File: src/rtl/ccff_chain_loader.sv
// Driver end of the configuration chain: serialises cfg words MSB-first onto ccff_head
// and optionally recirculates the chain once to compare ones-counts.
//
// state     | meaning
// ----------+-----------------------------------------------------------
// ST_IDLE   | waiting for start
// ST_LOAD   | accepting words and shifting CHAIN_LEN bits into the chain
// ST_VERIFY | CHAIN_LEN cycles of tail->head recirculation, counting ones
// ST_DONE   | one-cycle completion pulse
module ccff_chain_loader #(
    parameter int WORD_W    = 8,
    parameter int CHAIN_LEN = 36,
    parameter int CNT_W     = $clog2(CHAIN_LEN + 1)
) (
    input  logic              prog_clk_i,
    input  logic              prog_reset_i,
    input  logic              start_i,
    input  logic              verify_en_i,
    input  logic [WORD_W-1:0] cfg_data_i,
    input  logic              cfg_valid_i,
    output logic              cfg_ready_o,
    output logic              ccff_head_o,
    input  logic              ccff_tail_i,
    output logic              chain_clk_en_o,
    output logic              busy_o,
    output logic              done_o,
    output logic              verify_err_o
);

    localparam int IDX_W = $clog2(WORD_W + 1);

    localparam logic [1:0] ST_IDLE   = 2'd0;
    localparam logic [1:0] ST_LOAD   = 2'd1;
    localparam logic [1:0] ST_VERIFY = 2'd2;
    localparam logic [1:0] ST_DONE   = 2'd3;

    localparam logic [CNT_W-1:0] LAST_BIT = CNT_W'(CHAIN_LEN - 1);
    localparam logic [IDX_W-1:0] IDX_FULL = IDX_W'(WORD_W);
    localparam logic [IDX_W-1:0] IDX_ONE  = IDX_W'(1);

    logic [1:0]        state_q, state_d;
    logic              verify_q, verify_d;
    logic [WORD_W-1:0] word_q, word_d;
    logic [IDX_W-1:0]  bit_idx_q, bit_idx_d;
    logic [CNT_W-1:0]  bits_sent_q, bits_sent_d;
    logic [CNT_W-1:0]  bits_read_q, bits_read_d;
    logic [CNT_W-1:0]  load_ones_q, load_ones_d;
    logic [CNT_W-1:0]  read_ones_q, read_ones_d;
    logic              verify_err_q, verify_err_d;

    logic shift_w, last_load_w, verify_w, last_read_w, accept_w;

    assign shift_w     = (state_q == ST_LOAD) && (bit_idx_q != '0);
    assign last_load_w = shift_w && (bits_sent_q == LAST_BIT);
    assign verify_w    = (state_q == ST_VERIFY);
    assign last_read_w = verify_w && (bits_read_q == LAST_BIT);

    // Ready during the last bit of a word gives bubble-free back-to-back transfers.
    assign cfg_ready_o    = (state_q == ST_LOAD) && (bit_idx_q <= IDX_ONE) && !last_load_w;
    assign accept_w       = cfg_valid_i && cfg_ready_o;
    assign chain_clk_en_o = shift_w || verify_w;
    assign ccff_head_o    = shift_w ? word_q[WORD_W-1] : (verify_w ? ccff_tail_i : 1'b0);
    assign busy_o         = (state_q == ST_LOAD) || verify_w;
    assign done_o         = (state_q == ST_DONE);
    assign verify_err_o   = verify_err_q;

    always_comb begin
        state_d      = state_q;
        verify_d     = verify_q;
        word_d       = word_q;
        bit_idx_d    = bit_idx_q;
        bits_sent_d  = bits_sent_q;
        bits_read_d  = bits_read_q;
        load_ones_d  = load_ones_q;
        read_ones_d  = read_ones_q;
        verify_err_d = verify_err_q;
        case (state_q)
            ST_IDLE: begin
                if (start_i) begin
                    state_d      = ST_LOAD;
                    verify_d     = verify_en_i;
                    word_d       = '0;
                    bit_idx_d    = '0;
                    bits_sent_d  = '0;
                    bits_read_d  = '0;
                    load_ones_d  = '0;
                    read_ones_d  = '0;
                    verify_err_d = 1'b0;
                end
            end
            ST_LOAD: begin
                if (shift_w) begin
                    word_d      = {word_q[WORD_W-2:0], 1'b0};
                    bit_idx_d   = bit_idx_q - IDX_ONE;
                    bits_sent_d = bits_sent_q + CNT_W'(1);
                    load_ones_d = load_ones_q + CNT_W'(word_q[WORD_W-1]);
                end
                if (accept_w) begin
                    word_d    = cfg_data_i;
                    bit_idx_d = IDX_FULL;
                end
                // Any bits left in a partially shifted final word are dropped here.
                if (last_load_w) begin
                    word_d    = '0;
                    bit_idx_d = '0;
                    state_d   = verify_q ? ST_VERIFY : ST_DONE;
                end
            end
            ST_VERIFY: begin
                bits_read_d = bits_read_q + CNT_W'(1);
                read_ones_d = read_ones_q + CNT_W'(ccff_tail_i);
                if (last_read_w) begin
                    state_d      = ST_DONE;
                    verify_err_d = (read_ones_d != load_ones_q);
                end
            end
            ST_DONE: state_d = ST_IDLE;
            default: state_d = ST_IDLE;
        endcase
    end

    always_ff @(posedge prog_clk_i or posedge prog_reset_i) begin
        if (prog_reset_i) begin
            state_q      <= ST_IDLE;
            verify_q     <= 1'b0;
            word_q       <= '0;
            bit_idx_q    <= '0;
            bits_sent_q  <= '0;
            bits_read_q  <= '0;
            load_ones_q  <= '0;
            read_ones_q  <= '0;
            verify_err_q <= 1'b0;
        end else begin
            state_q      <= state_d;
            verify_q     <= verify_d;
            word_q       <= word_d;
            bit_idx_q    <= bit_idx_d;
            bits_sent_q  <= bits_sent_d;
            bits_read_q  <= bits_read_d;
            load_ones_q  <= load_ones_d;
            read_ones_q  <= read_ones_d;
            verify_err_q <= verify_err_d;
        end
    end

endmodule

File: config.mk
export PLATFORM = sky130hd
export DESIGN_NAME = ccff_chain_loader
export DESIGN_NICKNAME = d
export VERILOG_FILES = /design/src/rtl/ccff_chain_loader.sv
export SDC_FILE = /design/constraint.sdc
export NUM_CORES = 1
export LEC_CHECK = 0
export ABC_AREA = 1
export BUFFER_PORTS_ARGS = -buffer_cell sky130_fd_sc_hd__buf_4
export CAP_MARGIN = 20
export CORE_ASPECT_RATIO = 0.5
export CORE_MARGIN = 1.5
export CORE_UTILIZATION = 60
export CTS_BUF_LIST = sky130_fd_sc_hd__clkbuf_2 sky130_fd_sc_hd__clkbuf_4 sky130_fd_sc_hd__clkbuf_8
export CTS_CLUSTER_DIAMETER = 80
export DETAILED_ROUTE_END_ITERATION = 6
export GPL_ROUTABILITY_DRIVEN = 0
export PLACE_DENSITY = 0.89
export SLEW_MARGIN = 0
export SYNTH_ARGS = -nofsm -noshare
export SYNTH_HDL_FRONTEND = slang
export SYNTH_SLANG_ARGS = --single-unit
File: constraint.sdc
create_clock -name prog_clk_i -period 4.3 [get_ports prog_clk_i]
set_clock_uncertainty 0.05 [all_clocks]
set_input_delay 0 -clock prog_clk_i [delete_from_list [all_inputs] [get_ports prog_clk_i]]
set_output_delay 0 -clock prog_clk_i [all_outputs]
set_load 0.01 [all_outputs]
; Yosys cells after proc, flatten, opt, wreduce, memory -nomap -nowiden
; Cells that the tools add are included.
[totals]
regBits = 40
out_inout_bits = 6
elab_cells = 72
inputBits = 14
[classes]
magnitude_cmp = 1
n_eq_ne = 11
reduce_logical = 19
mux = 27
n_addsub = 5
[op_table]
columns = operator, count
row1 = $pmux 6 s2, 4
row2 = $mux 8, 4
row3 = $mux 6, 3
row4 = $mux 4, 4
row5 = $pmux 8 s2, 1
row6 = $add 6x1->6, 2
row7 = $add 6x1->6 const B, 2
row8 = $eq 6x6->1 const B, 2
row9 = $reduce_and 3->1, 4
row10 = $pmux 2 s4, 1
row11 = $pmux 4 s2, 1
row12 = $logic_and 1x1->1, 6
row13 = $mux 2, 3
row14 = $ne 2x2->1 const B, 3
row15 = $ne 6x6->1, 1
row16 = $mux 1, 5
row17 = $eq 2x2->1 const B, 2
row18 = $le 4x1->1 const B, 1
row19 = $ne 4x4->1 const B, 1
row20 = $reduce_and 2->1, 2
row21 = $reduce_bool 2->1, 2
row22 = $reduce_bool 4->1, 1
row23 = $sub 4x1->4 const B, 1
row24 = $eq 2x1->1 const B, 1
row25 = other kinds (5), 6

; Depth between registers and ports, before layout
; Gate-level depths: netlist (run 1).
[logic_depth]
depth_word = 9
mapped_depth = 11
ltp_nobuf = 11

; Least setup slack after synthesis (run 1)
; Ideal clock, no wire load.
[synth_timing]
kind = reg-to-reg
start = register state_q[0]
end = register bits_sent_q[5]
path_slack_ns = 2.525
required_ns = 4.131
n_path_buf = 1
path_stages_with_launch = 11
setup_time_ns = 0.119
t_arrival_ns = 1.606
synth_period_minus_slack_ns = 1.775
cell_sequence = dfrtp_1 inv_1 ha_1 nand2_2 o21ai_4 nand2_4 buf_6 nor3_4 nand3_1 nand2_1 nor2_1
[synth_via]
elab_chain_len = 4
elab_cells_between_ends = 8
classes_between = eq/ne: 3 / mux: 1 / reduce/logical: 4
[synth_lines]
columns = item, line
row1 = "start, declared", 41  ; logic [1:0] state_q, state_d;
row2 = "start signal, assigned", 134  ; state_q <= state_d;
row3 = $eq 2x1->1, "53, 77"
row4 = $logic_and 1x1->1, 53  ; assign shift_w = (state_q == ST_LOAD) && (bit_idx_q != '0);
row5 = $ne 2x2->1 (no line), --
row6 = $reduce_and 3->1 (no line), --
row7 = "end signal, assigned", 138  ; bits_sent_q <= bits_sent_d;
row8 = "end, declared", 45  ; logic [CNT_W-1:0] bits_sent_q, bits_sent_d;
; Parallel ways exist; a longest one is shown, timed or not.
; A chain may end at the register's enable or synchronous reset.

; Worst setup path after layout (run 1)
[layout_timing]
start = register state_q[1]
end = register state_q[0]
[layout_via]
elab_chain_len = 5
elab_cells_between_ends = 12
classes_between = eq/ne: 6 / mux: 1 / reduce/logical: 5
[layout_lines]
columns = item, line
row1 = $eq 2x1->1, "53, 77"
row2 = $logic_and 1x1->1, 53
row3 = $logic_and 1x1->1, 54  ; assign last_load_w = shift_w && (bits_sent_q == LAST_BIT);
row4 = $ne 2x2->1 (no line), --
row5 = $reduce_and 3->1 (no line), --
; Parallel ways exist; a longest one is shown, timed or not.

==> results of run 1 <==
[power by group through the flow]
stage | combinational, W | sequential, W | clock [W]
global placement | 0.000761 | 0.000556 | 0
detailed placement | 0.000815 | 0.000566 | 0
floorplan | 0.000654 | 0.000539 | 0
global route | 0.000934 | 0.000573 | 0.000338
finish | 0.000849 | 0.000564 | 0.000315
CTS | 0.000835 | 0.000559 | 0.000314
[synthesized netlist by cell type (2+ instances only)]
cell / count
o22ai_1: 3
inv_1: 32
ha_1: 14
o21ai_0: 8
nand4_1: 10
a21oi_1: 6
dfrtp_1: 40
o21ai_2: 2
inv_2: 3
nor3_4: 2
nand3_2: 2
a22o_1: 3
nand3_1: 42
a32o_1: 3
nand3b_1: 3
buf_4: 2
nor3_1: 8
o21ai_1: 2
nor2_4: 2
nor3b_2: 2
nand2_4: 2
buf_2: 3
nand2_1: 75
xnor2_1: 2
nor2_1: 19
xor2_1: 2
[through the flow]
step | worst slack, ns | std cells | hold slack [ns]
2_1_floorplan | 2.53 | 304 | 0.0910
3_3_place_gp | 2.20 | 371 | 0.107
3_5_place_dp | 2.06 | 371 | 0.119
4_1_cts | 2.02 | 382 | 0.0179
5_1_grt | 1.82 | 382 | 0.0395
6_report | 1.97 | 382 | 0.0169
[state kept, by name, indices dropped and copies added (netlist names)]
| register | cells |
|---|---|
| bit_idx_q | 4 |
| bits_read_q | 6 |
| bits_sent_q | 6 |
| load_ones_q | 6 |
| read_ones_q | 6 |
| state_q | 2 |
| verify_err_o | 1 |
| verify_q | 1 |
| word_q | 8 |
[cells in the final DEF (no fill, tap or decap), types with 2 or more instances in the layout]
cell / n
nand2_1: 75
nand3_1: 42
dfrtp_1: 40
inv_1: 32
buf_4: 20
nor2_1: 19
ha_1: 14
nand4_1: 10
nor3_1: 8
o21ai_0: 8
a21oi_1: 6
clkbuf_8: 5
inv_2: 3
nand3b_1: 3
a22o_1: 3
o22ai_1: 3
a32o_1: 3
dlygate4sd3_1: 3
nor2_4: 2
nand2_4: 2
o21ai_2: 2
nand3_2: 2
xor2_1: 2
o21ai_1: 2
nor3_4: 2
xnor2_1: 2
nor3b_2: 2
[logic make-up (layout without fill, tap and decap cells)]
logic type	Yosys count	after routing	share of synthesized area, %
xor+xnor	4	4	1.41
fa+ha+maj	14	14	7.06
mux	1	1	0.454
simple gates	171	171	34.4
buf+inv	42	66	7.11
flops	40	40	40.3
compound gates	32	32	9.18
[per-layer routing]
metal  routed length (um)  GRT usage [%]  vias to the layer above
li1                     -              -                     1066
met4                  161           15.4                        0
met3                  298           6.13                       25
met1                 2430           37.8                     1079
met5                    0              0                        -
met2                 3060           47.0                       85
[final cells by class]
cell class	instances	area, um^2
Clock buffer	6	76.3
Clock inverter	2	35.0
Fill cell	283	1130
Inverter	35	131
Multi-Input combinational cell	222	1300
Sequential cell	40	1000
Tap cell	54	67.6
Timing Repair Buffer	23	180
[critical path, cell delays in order (launching register included)]
cell and delay, ns:
dfrtp_1 0.44, inv_1 0.15, ha_1 0.26, inv_2 0.13, a21oi_4 0.25, nand2_4 0.16
nand2_1 0.12, inv_1 0.19, nor2_1 0.20, nand2_1 0.12, nand2_1 0.08, o21ai_1 0.06
[worst max-delay path by stage]
stage / startpoint / endpoint / slack, ns / cells after the start
floorplan: state_q[0]$_DFFE_PP0P_ / bits_sent_q[5]$_DFFE_PP0P_ / 2.53 / 10
global placement: state_q[1]$_DFFE_PP0P_ / state_q[0]$_DFFE_PP0P_ / 2.20 / 11
detailed placement: state_q[1]$_DFFE_PP0P_ / state_q[0]$_DFFE_PP0P_ / 2.06 / 11
CTS: state_q[1]$_DFFE_PP0P_ / state_q[0]$_DFFE_PP0P_ / 2.02 / 11
global route: state_q[1]$_DFFE_PP0P_ / state_q[0]$_DFFE_PP0P_ / 1.82 / 11
finish: state_q[1]$_DFFE_PP0P_ / state_q[0]$_DFFE_PP0P_ / 1.97 / 11
==> key figures, run 1 <==
Global route
  • Grt ovf: 0
  • Vias in the first global route: roughly 2200
  • GRT Util Overall: between 20 and 30%
  • Largest net degree at the start of global routing: between 40 and 50
  • First-pass GRT wire length: 10.2 mm
  • Initial antenna violation count: 0

Die
  • DIE WIDTH: roughly 94 um
  • Initial Util: 63.2%
  • Rows: 16
  • Core footprint: 3920 um^2
  • Full die area: ~4600 um^2
  • Die height: about 48 um
  • Ports: 20

Yosys
  • Register area share after synthesis: 40.3%
  • Largest area contributor in the netlist: dfrtp_1
  • Post-synthesis cell area: about 2500 um^2
  • Ys flop type: dfrtp_1
  • Synthesized instance count: about 300
  • Unique masters post-synth: 38
  • Synth warnings: 0
  • Flops & latches, synth: 40
  • Most area-consuming cells after synthesis: dfrtp_1, nand2_1, nand3_1
  • EDFF count, synth: 0
  • Mean Syn Cell Area: 8.16 um^2
  • Syn nets: roughly 330
  • Post-synth top area share: 40.3%
  • Ys async rst share: 100%

Setup path
  • R2R depth: 11
  • Crit Path Category: register to register
  • Register-to-register setup slack: 1.97 ns
  • Critical Path Start Type: register
  • WP data arrival: 2.46 ns
  • Reg2reg start: state_q[1]$_DFFE_PP0P_
  • CP Capture Type: register
  • RR Endpoint: state_q[0]$_DFFE_PP0P_
  • CP max FO: 12
  • Required time of the critical path: ~4.4 ns

CTS
  • CTS max path bufs: 2
  • Root buffer cell: clkbuf_8
  • Reg clk slew, reported paths: ~0.080 ns
  • Clk Latency, worst-skew pair: 0.30 ns
  • Resized Gates After CTS: 0
  • TritonCTS buffer count: 5
  • CTS tree: yes
  • CTS HTree Levels: 2
  • # Post-CTS Setup Buffers: 0
  • Hold buffers post-CTS: 3
  • Clock sink count: 40

Power and ir drop
  • Overall power: 0.00173 W
  • Net Sw Frac: 45.8%
  • Pwr dens: roughly 620 nW/um^2
  • LEAKAGE: roughly 1.4 nW
  • Worst VDD drop: roughly 0.4 mV
  • Internal power: between 0.0009 and 0.001 W
  • P_sw: approximately 0.00079 W
  • Sequential power share: 32.6%
  • Clock power share: 18.2%
  • Combinational power share: approximately half

Drt
  • Routed vias/inst: between 5 and 6
  • Vias: 2255
  • Final WL: 5.96 mm
  • DRC viols: 0
  • Antenna Nets Post-Route: 0
  • Iteration-0 DRC Markers: roughly 190
  • Wire length per cell: between 15 and 20 um
  • DR pass1 iterations: 4

Place
  • Area after DPL: roughly 2700 um^2
  • Number of I/O port buffers: 19
  • Detailed placement HPWL: ~4 mm

Hold path
  • Worst Hold Path EP: word_q[6]$_DFFE_PP0P_
  • Hold_sp: cfg_data_i[6]
  • Worst hold path depth: 5
  • Hold/Removal Path Class: input pin to register

Timing
  • Fin. Hold Viols: 0
  • Post-Route Setup TNS: 0 ns
  • Normalized max-slew margin: 66.0%
  • Final setup viols: 0
  • Fin. max-slew vios: 0
  • Achievable Freq: about 430 MHz
  • Worst-Margin Slew: roughly 0.51 ns
  • Final Cycle Share: a little over half
  • RSZ-0062 raised after global routing: false
  • Crit path time final: between 2 and 2.5 ns

Finish
  • Antenna diodes: 0
  • Final core utilization: a little under three quarters
  • Synth-to-Final Area Change: 12.7%
  • Final nets: between 300 and 400
  • Share of layout cells above drive strength 1: about 15%
  • Fin area: 2800 um^2

Job
  • Max-Cap Viols: 0

Run status
  • Status: finished clean
No activity file was read; power rests on OpenSTA's default activity.
==> run 2, diff against run 1 <==
--- a/config.mk
+++ b/config.mk
@@ -5,17 +5,17 @@
 export SDC_FILE = /design/constraint.sdc
 export NUM_CORES = 1
 export LEC_CHECK = 0
-export ABC_AREA = 1
+export ABC_AREA = 0
 export BUFFER_PORTS_ARGS = -buffer_cell sky130_fd_sc_hd__buf_4
 export CAP_MARGIN = 20
 export CORE_ASPECT_RATIO = 0.5
 export CORE_MARGIN = 1.5
-export CORE_UTILIZATION = 60
+export CORE_UTILIZATION = 56
 export CTS_BUF_LIST = sky130_fd_sc_hd__clkbuf_2 sky130_fd_sc_hd__clkbuf_4 sky130_fd_sc_hd__clkbuf_8
 export CTS_CLUSTER_DIAMETER = 80
 export DETAILED_ROUTE_END_ITERATION = 6
 export GPL_ROUTABILITY_DRIVEN = 0
-export PLACE_DENSITY = 0.89
+export PLACE_DENSITY = 0.87
 export SLEW_MARGIN = 0
 export SYNTH_ARGS = -nofsm -noshare
 export SYNTH_HDL_FRONTEND = slang
==> constraint.sdc (replaced) <==
create_clock -name prog_clk_i -period 2.1 [get_ports prog_clk_i]
set_clock_uncertainty 0.05 [all_clocks]
set_input_delay 0 -clock prog_clk_i [delete_from_list [all_inputs] [get_ports prog_clk_i]]
set_output_delay 0 -clock prog_clk_i [all_outputs]
set_load 0.01 [all_outputs]
==> run 2 against run 1 <==
  * Global-route usage shrank 1.8 points
  * Worst hold slack gained 0.0089 ns
  * Power grew 130%
  * Largest cell class unchanged
==> key figures, run 2 <==
Yosys
  • Synth warnings: 0 (unchanged)
  • Unique masters post-synth: 49 (+29%)
  • Synthesized instance count: 241 (-21%)
  • Ys flop type: dfrtp_1
  • Post-synth top area share: 42.4% (+2.1 points)
  • Mean Syn Cell Area: 9.79 um^2 (+20%)
  • Syn nets: 269 (-19%)
  • Largest area contributor in the netlist: dfrtp_1
  • EDFF count, synth: 0 (unchanged)
  • Post-synthesis cell area: 2360 um^2 (-4.9%)
  • Most area-consuming cells after synthesis: dfrtp_1, ha_1, xnor2_1
  • Most frequent cell after synthesis: dfrtp_1
  • Register area share after synthesis: 42.4% (+2.1 points)
  • Ys async rst share: 100% (unchanged)
  • Flops & latches, synth: 40 (unchanged)
  • Synth cell count leaders: dfrtp_1, nand2_1, nor2_1

Drt
  • Final WL: 5.92 mm (-0.59%)
  • DR pass1 iterations: 5 (+1)
  • Routed vias/inst: 5.96 (+1.0%)
  • Antenna Nets Post-Route: 0 (unchanged)
  • DRC viols: 0 (unchanged)
  • Vias: 2057 (-8.8%)
  • Wire length per cell: 17.2 um (+10%)
  • Iteration-0 DRC Markers: 232 (+21%)

Timing
  • WHS: 0.0258 ns (+0.00891 ns)
  • Final Cycle Share: 96.9%
  • Post-Route Setup TNS: 0 ns (unchanged)
  • Normalized max-slew margin: 65.5% (-0.42 points)
  • Achievable Freq: 492 MHz
  • Crit path time final: between 2 and 2.5 ns
  • Fin. Hold Viols: 0 (unchanged)
  • Fin. max-slew vios: 0 (unchanged)
  • Final setup viols: 0 (unchanged)
  • Worst-Margin Slew: 0.517 ns (+0.00818 ns)

Finish
  • Share of layout cells above drive strength 1: 23.4% (+8.1 points)
  • Commonest non-fill, non-tap cell in the layout: buf_4
  • Synth-to-Final Area Change: 25.4%
  • Fin area: 2960 um^2 (+5.8%)
  • Max FFs per register: 8 (unchanged)
  • Most frequent cells in the layout: buf_4, dfrtp_1, nand2_1
  • Fin cells: 345 (-9.7%)
  • Most flop-heavy register: word_q
  • Antenna diodes: 0 (unchanged)
  • Final nets: 318 (-10%)
  • Fillers: 257 (-9.2%)

Global route
  • GRT Util Overall: 27.5% (-1.8 points)
  • First-pass GRT wire length: 9.61 mm (-5.8%)
  • Grt ovf: 0 (unchanged)
  • Initial antenna violation count: 0 (unchanged)
  • Largest net degree at the start of global routing: 41 (unchanged)
  • Vias in the first global route: 2156 (-3.5%)

Setup path
  • Critical Path Start Type: register
  • Crit Path Category: register to output port
  • WP data arrival: 1.98 ns (-0.48 ns)
  • CP max FO: 7 (-5)
  • Required time of the critical path: 2.05 ns (-2.38 ns)
  • CP Capture Type: output port

Power and ir drop
  • Worst VDD drop: 0.820 mV (+100%)
  • LEAKAGE: 1.40 nW (-2.6%)
  • Pwr dens: 1330 nW/um^2 (+110%)
  • Overall power: 0.00392 W (+130%)

Run status
  • Status: finished clean

Die
  • Ports: 20 (unchanged)
  • DIE WIDTH: 94.8 um (+0.89%)
  • Core footprint: 3960 um^2 (+1.0%)
  • Rows: 16 (unchanged)
  • Full die area: 4630 um^2 (+1.8%)
  • Initial Util: 59.5% (-3.7 points)
  • Die height: 48.9 um (+0.87%)

CTS
  • CTS tree: yes
  • Root buffer cell: clkbuf_8
  • CTS HTree Levels: 2 (unchanged)
  • CTS max path bufs: 2 (unchanged)
  • Reg clk slew, reported paths: 0.08 ns (about the same)
  • Clk Latency, worst-skew pair: 0.30 ns (about the same)
  • Clock sink count: 40 (unchanged)
  • TritonCTS buffer count: 5 (unchanged)

Place
  • Number of I/O port buffers: 19 (unchanged)
  • Detailed placement HPWL: 3.87 mm (-1.4%)
  • Area after DPL: 2670 um^2 (+0.75%)
  • Placed cells: 325 (-12%)

Hold path
  • Hold/Removal Path Class: input pin to register

Job
  • Max-Cap Viols: 0 (unchanged)
run 2: changes by cell type in the layout (fill, tap and decap cells not counted), sizes merged, moves of 4 or more:
cell and change:
nand2 -54, nand3 -29, buf +21, inv -20, xnor2 +10, nand4 -9, nor3 -8, a222oi +7
dlygate4sd3 +7, nand2b +6, xor2 +5, o31ai +4
run 2: through the flow:
stage          utilization, %  worst slack [ns]
6_report                 74.6            0.0656
5_1_grt                  74.6           -0.0261
4_1_cts                  72.8           0.00173
3_5_place_dp             67.5            0.0208
3_3_place_gp             67.5             0.104
2_1_floorplan               -             0.146
run 2: repair_timing:
action | 4_1_cts | 5_1_grt
hold buffers | 10 | 0
hold endpoints to repair | 49 | 0
setup endpoints to repair | 0 | 22
gates resized for setup | 0 | 12
buffers inserted | 0 | 2
run 2: kinds of logic (layout without fill, tap and decap cells):
| group | after synthesis | in the layout | synth area share [%] |
|---|---|---|---|
| AOI/OAI and AO/OA | 54 | 54 | 17.2 |
| xor gates and xnor gates | 19 | 19 | 7.06 |
| adders and majority gates | 14 | 14 | 7.43 |
| buffers and inverters | 24 | 74 | 4.30 |
| DFF | 40 | 40 | 42.4 |
| muxes | 5 | 5 | 2.39 |
| and+or+nand+nor | 85 | 85 | 19.2 |
run 2: final timing paths:
| kind | start | end | slack [ns] | cells after the start |
|---|---|---|---|---|
| worst min-delay path | start_i | load_ones_q[1]$_DFFE_PP0P_ | 0.03 | 3 |
| worst max-delay path | bit_idx_q[0]$_DFFE_PP0P_ | ccff_head_o | 0.07 | 8 |
| worst min register to register | read_ones_q[5]$_DFFE_PP0P_ | read_ones_q[5]$_DFFE_PP0P_ | 0.47 | 2 |
| max in group asynchronous | prog_reset_i | state_q[0]$_DFFE_PP0P_ | 1.29 | 4 |
| worst max register to register | state_q[0]$_DFFE_PP0P_ | word_q[1]$_DFFE_PP0P_ | 0.07 | 7 |
| min in group asynchronous | prog_reset_i | bits_read_q[3]$_DFFE_PP0P_ | 0.32 | 4 |
run 2: report_power, final:
part | leakage [nW] | internal (W) | switching (W)
sequential | 0.536 | 0.000990 | 0.000243
clock | 0.0541 | 0.000352 | 0.000294
combinational | 0.812 | 0.000973 | 0.00107
total | 1.40 | 0.00231 | 0.00160
run 2: metal layers:
| layer | vias to the layer above | part of all wire, % | track usage (%) | wire [um] |
|---|---|---|---|---|
| met2 | 63 | 51 | 46.9 | 3040 |
| met4 | 0 | 2.7 | 12.7 | 158 |
| met1 | 1015 | 41 | 33.2 | 2460 |
| met3 | 17 | 4.4 | 6.07 | 262 |
| li1 | 962 | - | - | - |
| met5 | - | 0 | 0 | 0 |
run 2: cell type report:
type                            count  area (um^2)  share of cell area (%)
Multi-Input combinational cell    177         1310                    44.4
Sequential cell                    40         1000                    33.9
Timing Repair Buffer               51          408                    13.8
Clock buffer                        5         68.8                    2.33
Tap cell                           54         67.6                    2.29
Inverter                           15         56.3                    1.90
Clock inverter                      3         42.5                    1.44
run 2: critical path, cell delays in order, from the launching register on:
cell,delay (ns)
dfrtp_1,0.38
inv_1,0.11
ha_2,0.19
or3b_1,0.36
buf_4,0.17
nand2_2,0.12
nand3_1,0.13
nand2_1,0.11
buf_4,0.12
==> run 3, diff against run 2 <==
--- a/config.mk
+++ b/config.mk
@@ -15,7 +15,7 @@
 export CTS_CLUSTER_DIAMETER = 80
 export DETAILED_ROUTE_END_ITERATION = 6
 export GPL_ROUTABILITY_DRIVEN = 0
-export PLACE_DENSITY = 0.87
+export PLACE_DENSITY = 0.85
 export SLEW_MARGIN = 0
 export SYNTH_ARGS = -nofsm -noshare
 export SYNTH_HDL_FRONTEND = slang
==> run 3 against run 2 <==
  * Non-clock buffer count shrank 3
  * Combinational power shrank 4%
  * Count of clock-buffer cells in the layout grew 1
  * Sequential power is essentially flat
  * First-iteration DRC count shrank 53%
  * Largest power group unchanged
  * Highest routed layer unchanged
==> key figures, run 3 (synthesized netlist as in run 2, its figures left out) <==
Timing
  • Worst Slack Setup Final: 0.0397 ns (-0.0259 ns)
  • Fin. Hold Viols: 0 (unchanged)
  • Achievable Freq: 485 MHz (-1.3%)
  • Final Cycle Share: 98.1% (+1.2 points)
  • Normalized max-slew margin: 65.1% (-0.41 points)
  • Final setup viols: 0 (unchanged)
  • RSZ-0062 raised after global routing: true
  • Fin. max-slew vios: 0 (unchanged)
  • Worst-Margin Slew: 0.523 ns (+0.00611 ns)
  • Crit path time final: 2.06 ns (+0.0259 ns)

CTS
  • CTS HTree Levels: 2 (unchanged)
  • CTS max path bufs: 2 (unchanged)
  • Reg clk slew, reported paths: 0.08 ns (about the same)
  • CTS tree: yes
  • Clk Latency, worst-skew pair: 0.30 ns (about the same)
  • TritonCTS buffer count: 5 (unchanged)
  • Root buffer cell: clkbuf_8
  • Clock sink count: 40 (unchanged)

Drt
  • Iteration-0 DRC Markers: 110 (-53%)
  • Wire length per cell: 15.3 um (-11%)
  • DRC viols: 0 (unchanged)
  • Routed vias/inst: 5.87 (-1.5%)
  • Antenna Nets Post-Route: 0 (unchanged)
  • Vias: 2009 (-2.3%)
  • DR pass1 iterations: 5 (unchanged)
  • Final WL: 5.23 mm (-12%)

Finish
  • Most flop-heavy register: word_q
  • Share of layout cells above drive strength 1: 22.6% (-0.80 points)
  • Most frequent cells in the layout: dfrtp_1, buf_4, nand2_1
  • Fin area: 2910 um^2 (-1.7%)
  • Synth-to-Final Area Change: 23.2%
  • Final core utilization: 73.3% (-1.3 points)
  • Max FFs per register: 8 (unchanged)
  • Final nets: 315 (-0.94%)
  • Antenna diodes: 0 (unchanged)
  • Commonest non-fill, non-tap cell in the layout: dfrtp_1
  • Fillers: 255 (-0.78%)

Die
  • Die height: 48.9 um (unchanged)
  • Ports: 20 (unchanged)
  • DIE WIDTH: 94.8 um (unchanged)
  • Rows: 16 (unchanged)
  • Initial Util: 59.5% (unchanged)
  • Core footprint: 3960 um^2 (unchanged)
  • Full die area: 4630 um^2 (unchanged)

Power and ir drop
  • Pwr dens: 1280 nW/um^2 (-3.8%)
  • Worst VDD drop: 0.684 mV (-17%)
  • LEAKAGE: 1.39 nW (-1.2%)

Global route
  • Initial antenna violation count: 0 (unchanged)
  • First-pass GRT wire length: 9.00 mm (-6.4%)
  • Largest net degree at the start of global routing: 41 (unchanged)
  • Grt ovf: 0 (unchanged)
  • GRT Util Overall: 25.2% (-2.3 points)
  • Vias in the first global route: 2051 (-4.9%)

Hold path
  • Hold/Removal Path Class: input pin to register
  • Worst Hold Path EP: load_ones_q[1]$_DFFE_PP0P_
  • Worst hold path depth: 3 (unchanged)
  • Hold_sp: start_i

Setup path
  • R2R depth: 7 (unchanged)
  • Slowest CP cell: dfrtp_1
  • Critical Path Max Stage Delay: 0.40 ns (+0.02 ns)
  • Required time of the critical path: 2.22 ns (+0.17 ns)
  • Reg2reg start: state_q[1]$_DFFE_PP0P_
  • CP dominant cell by count: inv_1
  • Worst path cell trace: inv_1 -> ha_2 -> mux2i_1 -> buf_4 -> a31o_2 -> a222oi_1 -> inv_1
  • Register-to-register setup slack: 0.04 ns (-0.03 ns)
  • Crit Path Category: register to register
  • RR Endpoint: word_q[1]$_DFFE_PP0P_
  • CP Capture Type: register
  • Critical Path Start Type: register
  • WP data arrival: 2.18 ns (+0.20 ns)
  • CP max FO: 10 (+3)

Place
  • Worst slack at placement: -0.0187 ns (-0.0396 ns)
  • Detailed placement HPWL: 3.69 mm (-4.8%)
  • Area after DPL: 2670 um^2 (-0.28%)
  • Number of I/O port buffers: 19 (unchanged)

Run status
  • Status: finished clean

Job
  • Max-Cap Viols: 0 (unchanged)
## run 3: cell types whose count changed in the layout (fill, tap and decap cells not counted)
cell        previous run  this run
bufinv_16              1         0
clkinv_2               1         2
ha_1                  10        11
clkbuf_8               5         6
o31ai_2                0         1
nor3b_4                0         1
buf_4                 41        38
clkinvlp_4             1         0
ha_4                   2         1
o31ai_4                1         0
nor3b_1                2         1
## run 3: area by class of cell
class	count	area, um^2	share of cell area [%]
repair buffers	48	385	13.3
multi-input cells	177	1300	44.8
flip-flops and latches	40	1000	34.5
clock buffers	6	82.6	2.84
well taps	54	67.6	2.33
inverters	15	56.3	1.94
clock inverters	2	10.0	0.345
## run 3: worst max path at each step
stage | end | start | slack, ns | cells after the start
after CTS | word_q[1]$_DFFE_PP0P_ | bit_idx_q[0]$_DFFE_PP0P_ | 0.003 | 7
final | word_q[1]$_DFFE_PP0P_ | state_q[1]$_DFFE_PP0P_ | 0.04 | 7
after global placement | bits_read_q[5]$_DFFE_PP0P_ | state_q[0]$_DFFE_PP0P_ | 0.1 | 7
after detailed placement | word_q[1]$_DFFE_PP0P_ | bit_idx_q[0]$_DFFE_PP0P_ | -0.02 | 8
after global routing | word_q[2]$_DFFE_PP0P_ | state_q[1]$_DFFE_PP0P_ | -0.06 | 7
after floorplan | word_q[1]$_DFFE_PP0P_ | bit_idx_q[0]$_DFFE_PP0P_ | 0.15 | 8
## run 3: report_power, final
part / total [W] / switching (W) / leakage, nW / internal (W)
Sequential: 0.00121 / 0.000218 / 0.536 / 0.000989
Clock: 0.000540 / 0.000278 / 0.0510 / 0.000262
Combinational: 0.00196 / 0.00102 / 0.799 / 0.000938
Total: 0.00371 / 0.00152 / 1.39 / 0.00219
## run 3: critical path, delay by kind of cell (launching register included)
kind / cells / cell delay, ns
DFF: 1 / 0.40
AOI/OAI and AO/OA: 2 / 0.65
buffers and inverters: 3 / 0.41
muxes: 1 / 0.10
adders and majority gates: 1 / 0.32
## run 3: stage by stage
step | hold WS, ns | instances | power [W] | setup TNS [ns]
finish | 0.0146 | 342 | 0.00371 | 0
global route | 0.0186 | 342 | 0.00396 | -0.184
CTS | 0.0106 | 341 | 0.00361 | 0
detailed placement | 0.111 | 324 | 0.00303 | -0.0187
global placement | 0.107 | 324 | 0.00293 | 0
floorplan | 0.0668 | 241 | 0.00242 | 0
## run 3: timing repair
item | in CTS | in global routing
setup endpoints to repair | 3 | 21
setup buffers | 0 | 1
hold buffers | 10 | 0
endpoints found under the hold margin | 49 | 0
resized for setup | 4 | 7
## run 3: metal layers
metal / wire length, um / vias up / share of wire (%) / GRT usage [%]
met5: 0 / - / 0 / 0
met4: 80 / 0 / 1.5 / 10.2
met3: 240 / 8 / 4.6 / 5.14
met2: 2540 / 55 / 48 / 41.3
met1: 2370 / 989 / 45 / 32.8
li1: - / 957 / - / -
